File: config.mk
export PLATFORM = sky130hd
export DESIGN_NAME = sobel_window_flat
export DESIGN_NICKNAME = d
export VERILOG_FILES = /design/src/rtl/sobel_window_if.sv /design/src/rtl/sobel_window.sv /design/src/flat_wrapper.sv
export SDC_FILE = /design/constraint.sdc
export NUM_CORES = 1
export LEC_CHECK = 0
export ABC_AREA = 1
export ABC_CLOCK_PERIOD_IN_PS = 2700
export BUFFER_PORTS_ARGS = -buffer_cell sky130_fd_sc_hd__buf_2
export CAP_MARGIN = 20
export CORE_MARGIN = 3
export CORE_UTILIZATION = 35
export CTS_CLUSTER_SIZE = 20
export DETAILED_ROUTE_END_ITERATION = 12
export GPL_TIMING_DRIVEN = 0
export PLACE_DENSITY = 0.62
export RECOVER_POWER = 25
export SKIP_CTS_REPAIR_TIMING = 1
export SLEW_MARGIN = 5
export SYNTH_ARGS = -nofsm -noshare
export SYNTH_HDL_FRONTEND = slang
export SYNTH_SLANG_ARGS = --single-unit
export TNS_END_PERCENT = 5
File: constraint.sdc
create_clock -name clk_i -period 2.7 [get_ports clk_i]
set_input_delay 0.27 -clock clk_i [delete_from_list [all_inputs] [get_ports clk_i]]
set_output_delay 0.27 -clock clk_i [all_outputs]
set_load 0.01 [all_outputs]
File: src/rtl/sobel_window_if.sv
// Pixel-stream / 3x3-window bundle between a raster pixel source and sobel_window.
// Latency: none (wires only).
// Backpressure: none; the source pushes one pixel per cycle whenever pixel_valid_i is high.
interface sobel_window_if #(
    parameter int PIXEL_WIDTH = 8
);
    logic [PIXEL_WIDTH-1:0]             pixel_i;
    logic                               pixel_valid_i;
    logic                               sof_i;
    // [vector][pix]: vector0 = oldest row, vector2 = newest row; pix0 = leftmost column, pix2 = newest column
    logic [2:0][2:0][PIXEL_WIDTH-1:0]   matrix_pixels_o;
    logic                               matrix_valid_o;
    logic                               frame_done_o;

    modport master (
        output pixel_i, pixel_valid_i, sof_i,
        input  matrix_pixels_o, matrix_valid_o, frame_done_o
    );

    modport slave (
        input  pixel_i, pixel_valid_i, sof_i,
        output matrix_pixels_o, matrix_valid_o, frame_done_o
    );
endinterface

File: src/rtl/sobel_window.sv
// 3x3 sliding-window generator over a raster grayscale stream using two line buffers.
// Latency: one cycle from the accepting edge to the window / frame_done output.
// Backpressure: none; every valid pixel is consumed, outputs hold while input is idle.
module sobel_window #(
    parameter int PIXEL_WIDTH = 8,
    parameter int IMG_WIDTH   = 16,
    parameter int IMG_HEIGHT  = 16
) (
    input  logic          clk_i,
    input  logic          nreset_i,
    sobel_window_if.slave bus
);
    localparam int CW = ($clog2(IMG_WIDTH)  > 0) ? $clog2(IMG_WIDTH)  : 1;
    localparam int RW = ($clog2(IMG_HEIGHT) > 0) ? $clog2(IMG_HEIGHT) : 1;
    localparam logic [CW-1:0] COL_LAST = CW'(IMG_WIDTH - 1);
    localparam logic [RW-1:0] ROW_LAST = RW'(IMG_HEIGHT - 1);

    logic [CW-1:0] col;
    logic [RW-1:0] row;
    logic [CW-1:0] cur_col;
    logic [RW-1:0] cur_row;

    logic [PIXEL_WIDTH-1:0] lb_top [IMG_WIDTH];
    logic [PIXEL_WIDTH-1:0] lb_mid [IMG_WIDTH];
    logic [PIXEL_WIDTH-1:0] top_rd;
    logic [PIXEL_WIDTH-1:0] mid_rd;

    logic [2:0][2:0][PIXEL_WIDTH-1:0] win;
    logic                             win_vld;
    logic                             frame_done;
    logic                             accept;

    assign accept = bus.pixel_valid_i;

    // A start-of-frame pixel is always position (0,0), overriding whatever the counters say.
    always_comb begin
        cur_col = col;
        cur_row = row;
        if (bus.sof_i) begin
            cur_col = '0;
            cur_row = '0;
        end
    end

    assign top_rd = lb_top[cur_col];
    assign mid_rd = lb_mid[cur_col];

    // Raster position counters; advance only on accepted pixels.
    always_ff @(posedge clk_i or negedge nreset_i) begin
        if (!nreset_i) begin
            col <= '0;
            row <= '0;
        end else if (accept) begin
            if (cur_col == COL_LAST) begin
                col <= '0;
                row <= (cur_row == ROW_LAST) ? '0 : cur_row + RW'(1);
            end else begin
                col <= cur_col + CW'(1);
                row <= cur_row;
            end
        end
    end

    // Line buffers shift one row down per accepted pixel; contents are rewritten before use, so no reset.
    always_ff @(posedge clk_i) begin
        if (accept) begin
            lb_top[cur_col] <= mid_rd;
            lb_mid[cur_col] <= bus.pixel_i;
        end
    end

    // Window shifts left and takes the new column (two buffered rows plus the incoming pixel).
    always_ff @(posedge clk_i or negedge nreset_i) begin
        if (!nreset_i) begin
            win <= '0;
        end else if (accept) begin
            for (int v = 0; v < 3; v++) begin
                win[v][0] <= win[v][1];
                win[v][1] <= win[v][2];
            end
            win[0][2] <= top_rd;
            win[1][2] <= mid_rd;
            win[2][2] <= bus.pixel_i;
        end
    end

    // Window is complete only from row 2 / column 2 onward, which also excludes row-wrap straddles.
    always_ff @(posedge clk_i or negedge nreset_i) begin
        if (!nreset_i) begin
            win_vld    <= 1'b0;
            frame_done <= 1'b0;
        end else begin
            win_vld    <= accept && (cur_row >= RW'(2)) && (cur_col >= CW'(2));
            frame_done <= accept && (cur_col == COL_LAST) && (cur_row == ROW_LAST);
        end
    end

    assign bus.matrix_pixels_o = win;
    assign bus.matrix_valid_o  = win_vld;
    assign bus.frame_done_o    = frame_done;
endmodule

File: src/flat_wrapper.sv
// flat-port wrapper written by rule: the top's interface ports become plain ports
module sobel_window_flat 
#(
    parameter int PIXEL_WIDTH = 8,
    parameter int IMG_WIDTH   = 16,
    parameter int IMG_HEIGHT  = 16
)
  (clk_i, nreset_i, bus_pixel_i, bus_pixel_valid_i, bus_sof_i, bus_matrix_pixels_o, bus_matrix_valid_o, bus_frame_done_o);
  sobel_window_if #(.PIXEL_WIDTH(PIXEL_WIDTH)) bus_i ();
  input  logic clk_i;
  input  logic nreset_i;
  input wire logic [$bits(bus_i.pixel_i)-1:0] bus_pixel_i;
  input wire logic [$bits(bus_i.pixel_valid_i)-1:0] bus_pixel_valid_i;
  input wire logic [$bits(bus_i.sof_i)-1:0] bus_sof_i;
  output wire logic [$bits(bus_i.matrix_pixels_o)-1:0] bus_matrix_pixels_o;
  output wire logic [$bits(bus_i.matrix_valid_o)-1:0] bus_matrix_valid_o;
  output wire logic [$bits(bus_i.frame_done_o)-1:0] bus_frame_done_o;
  assign bus_i.pixel_i = bus_pixel_i;
  assign bus_i.pixel_valid_i = bus_pixel_valid_i;
  assign bus_i.sof_i = bus_sof_i;
  assign bus_matrix_pixels_o = bus_i.matrix_pixels_o;
  assign bus_matrix_valid_o = bus_i.matrix_valid_o;
  assign bus_frame_done_o = bus_i.frame_done_o;
  sobel_window #(.PIXEL_WIDTH(PIXEL_WIDTH), .IMG_WIDTH(IMG_WIDTH), .IMG_HEIGHT(IMG_HEIGHT)) u_core (.clk_i(clk_i), .nreset_i(nreset_i), .bus(bus_i));
endmodule
==> impl_metrics.toml <==
[power]
power.share.switching_pct = 25.6
p_comb_share_pct = 12.5
p_seq_share_pct = 49.9
p_leak_nw = 7.32
total_power_mw = 12.3
intPower_mw = 9.11
vdd_ir_drop_max_v = 0.000397
switchingPower_mw = 3.14
p_per_area_mw_per_mm2 = 736
clock_power_share_pct = 37.5

[cts]
cts.sinks = 338
htree_levels = 2
clock_path_buffers = 3
cts_inserted_buffers = 36
insertion_delay_ns = 0.51
cts_tree = "done"
root_buffer = "clkbuf_16"
clkTransAtPathRegs_ns = 0.06

[routing]
vias = 10100
drt_iter0_drc = 887
avgRoutedWirePerCell_um = 17.8
via_per_inst = 4.86
drc = 0
dr.pass1.iters = 5
ant_nets = 0
wl_um = 37000

[worst_setup_path]
startpoint_type = "register"
worstSetupPathType = "register to register"
crit_family = "simple AND/OR/NAND/NOR gates"
cp-end-kind = "register"
required_ns = 2.63
crit_arrival_ns = 2.88
max_stage_delay_ns = 0.76
cp_cell_sequence = "buf_4 > inv_2 > nor2_4 > clkbuf_1 > nand2_1 > nand3_1 > nand2_1 > nand2_1 > nand4_1"
crit_path_frequent_cell = "nand2_1"
cp_max_fo = 16
cp_num_buf_inv = 3
slowest_stage = "nand4_1"

[placed_design]
pre_cts_slack_ns = -0.203
dp_hpwl_um = 25300
gp_congestion = 0.861
io_buffers = 85

[layout]
nets = 1540
drive_gt1_share_pct = 13.7
diodes = 0
area_growth_pct = 17.6
fin_util_pct = 41.8

[synthesis]
synth.cell_area_sq_mm = 0.0142
synth-edff-count = 256
yosysTopAreaCell = "edfxtp_1"
synth_seq_area_share_pct = 68.8
async_flop_share_pct = 24.3
yosysMostFrequentCell = "nand2_1"
yosys_most_used_dff = "edfxtp_1"
synth.area.top_cells = "edfxtp_1 54%, dfrtp_1 14%, nand2_1 13%"
synth_top_area_share_pct = 54.3
synthCells = 1382
syn_area_per_cell_sq_um = 10.2
synth_nets = 1398
ys_warn_count = 0
synth_commonest_cells = "474 x nand2_1, 256 x edfxtp_1, 151 x inv_1"
synth.ff_latch_count = 338
synthDistinctLibCells = 31

[die]
core_area_sq_mm = 0.0398
die_w_um = 207
die-area_sq_mm = 0.0429
start_util_pct = 35.6
pin_count = 86
die_y_um = 207
num_rows = 73

[flow_run]
max_cap_violations = 0

[global_routing]
grt_pass1_wl_um = 56900
grt_max_degree = 66
antenna_found_initial = 1
grt_overflow = 0
grt_usage_pct = 16.9
grt_pass1_vias = 9693

[timing]
slew_headroom_pct = 6.70
drv_slew = 0
rsz0062_at_grt = "true"
setup_slack_ns = -0.244
hold_violations = 0
worstMarginPinSlew_ns = 1.40
finClkSkew_ns = 0.0126
min_period_ns = 2.94
setup_violations = 90
fin_crit_sh_pct = 109
fmax_mhz = 340

[status]
violations = "negative setup slack"
status = "finished, violations left"

[hold_path]
hold_path.class = "primary input to register"
-- routing by layer --
metal / vias up / share of wire [%] / track usage (%)
met5: - / 0.035 / 0
met4: 2 / 2.9 / 5.45
met3: 65 / 7.4 / 2.88
met2: 366 / 46 / 27.6
met1: 4899 / 44 / 23.1
li1: 4739 / - / -
-- power groups by stage --
stage | Combinational [mW] | Sequential, mW | Clock (mW)
2_1_floorplan | 0.754 | 6.27 | 0
3_3_place_gp | 1.48 | 6.22 | 0
3_5_place_dp | 1.53 | 6.22 | 0
4_1_cts | 1.54 | 6.12 | 4.67
5_1_grt | 1.70 | 6.15 | 4.88
6_report | 1.54 | 6.12 | 4.60
-- final timing paths --
kind                                                      from                              to  slack [ns]  cells after the start
worst min-delay path                                 bus_sof_i         u_core.bus.frame_done_o        0.23                      4
max in group asynchronous                             nreset_i   u_core.bus.matrix_pixels_o[4]        0.39                      3
worst max register to register                   u_core.col[0]             u_core.lb_top[4][2]       -0.24                      9
worst max-delay path                             u_core.col[0]             u_core.lb_top[4][2]       -0.24                      9
min in group asynchronous                             nreset_i  u_core.bus.matrix_pixels_o[69]        0.41                      2
worst min register to register  u_core.bus.matrix_pixels_o[55]  u_core.bus.matrix_pixels_o[55]        0.46                      2
-- stage by stage --
stage / std cells / hold slack [ns] / area (sq um) / TNS, ns
6_report: 2074 / 0.233 / 16700 / -9.58
4_1_cts: 2072 / -0.377 / 16600 / -11.83
3_3_place_gp: 1992 / 0.449 / 15200 / -146.16
5_1_grt: 2074 / 0.247 / 16700 / -32.84
2_1_floorplan: 1382 / -0.0256 / 14200 / 0
3_5_place_dp: 2009 / 0.159 / 15500 / -10.47
-- worst register-to-register path: stages (launching register included) --
cell and delay [ns]:
dfrtp_1 0.32, buf_4 0.20, inv_2 0.09, nor2_4 0.24, clkbuf_1 0.42, nand2_1 0.09
nand3_1 0.11, nand2_1 0.06, nand2_1 0.07, nand4_1 0.76
-- state kept, by name, summed over array words and instances (netlist names) --
signal                      cells
u_core.bus.frame_done_o         1
u_core.bus.matrix_pixels_o     72
u_core.bus.matrix_valid_o       1
u_core.col                      4
u_core.lb_mid                 128
u_core.lb_top                 128
u_core.row                      4
-- cell type report --
type	count	area [sq um]
Multi-Input combinational cell	824	3580
Clock buffer	54	1020
Inverter	156	586
Sequential cell	338	9740
Buffer	64	333
Clock inverter	9	65.1
Timing Repair Buffer	104	669
Fill cell	3748	23200
Tap cell	525	657
-- placed cells by master, fill, tap and decap left out, types with 38 or more instances in the layout --
master,n
edfxtp_1,256
clkbuf_1,47
nor2_1,113
buf_2,97
clkbuf_16,38
nand2_1,474
nand3_1,118
o21ai_0,56
dfrtp_1,82
inv_1,151
-- cell families (layout without fill, tap and decap cells) --
| kind of cell | count (synthesis) | in the layout | synth area share, % |
|---|---|---|---|
| compound gates | 67 | 67 | 2.41 |
| xor+xnor | 3 | 3 | 0.186 |
| fa+ha+maj | 4 | 4 | 0.353 |
| buf+inv | 220 | 387 | 6.48 |
| flops | 338 | 338 | 68.8 |
| simple gates | 750 | 750 | 21.8 |
No activity file was read; power rests on OpenSTA's default activity.
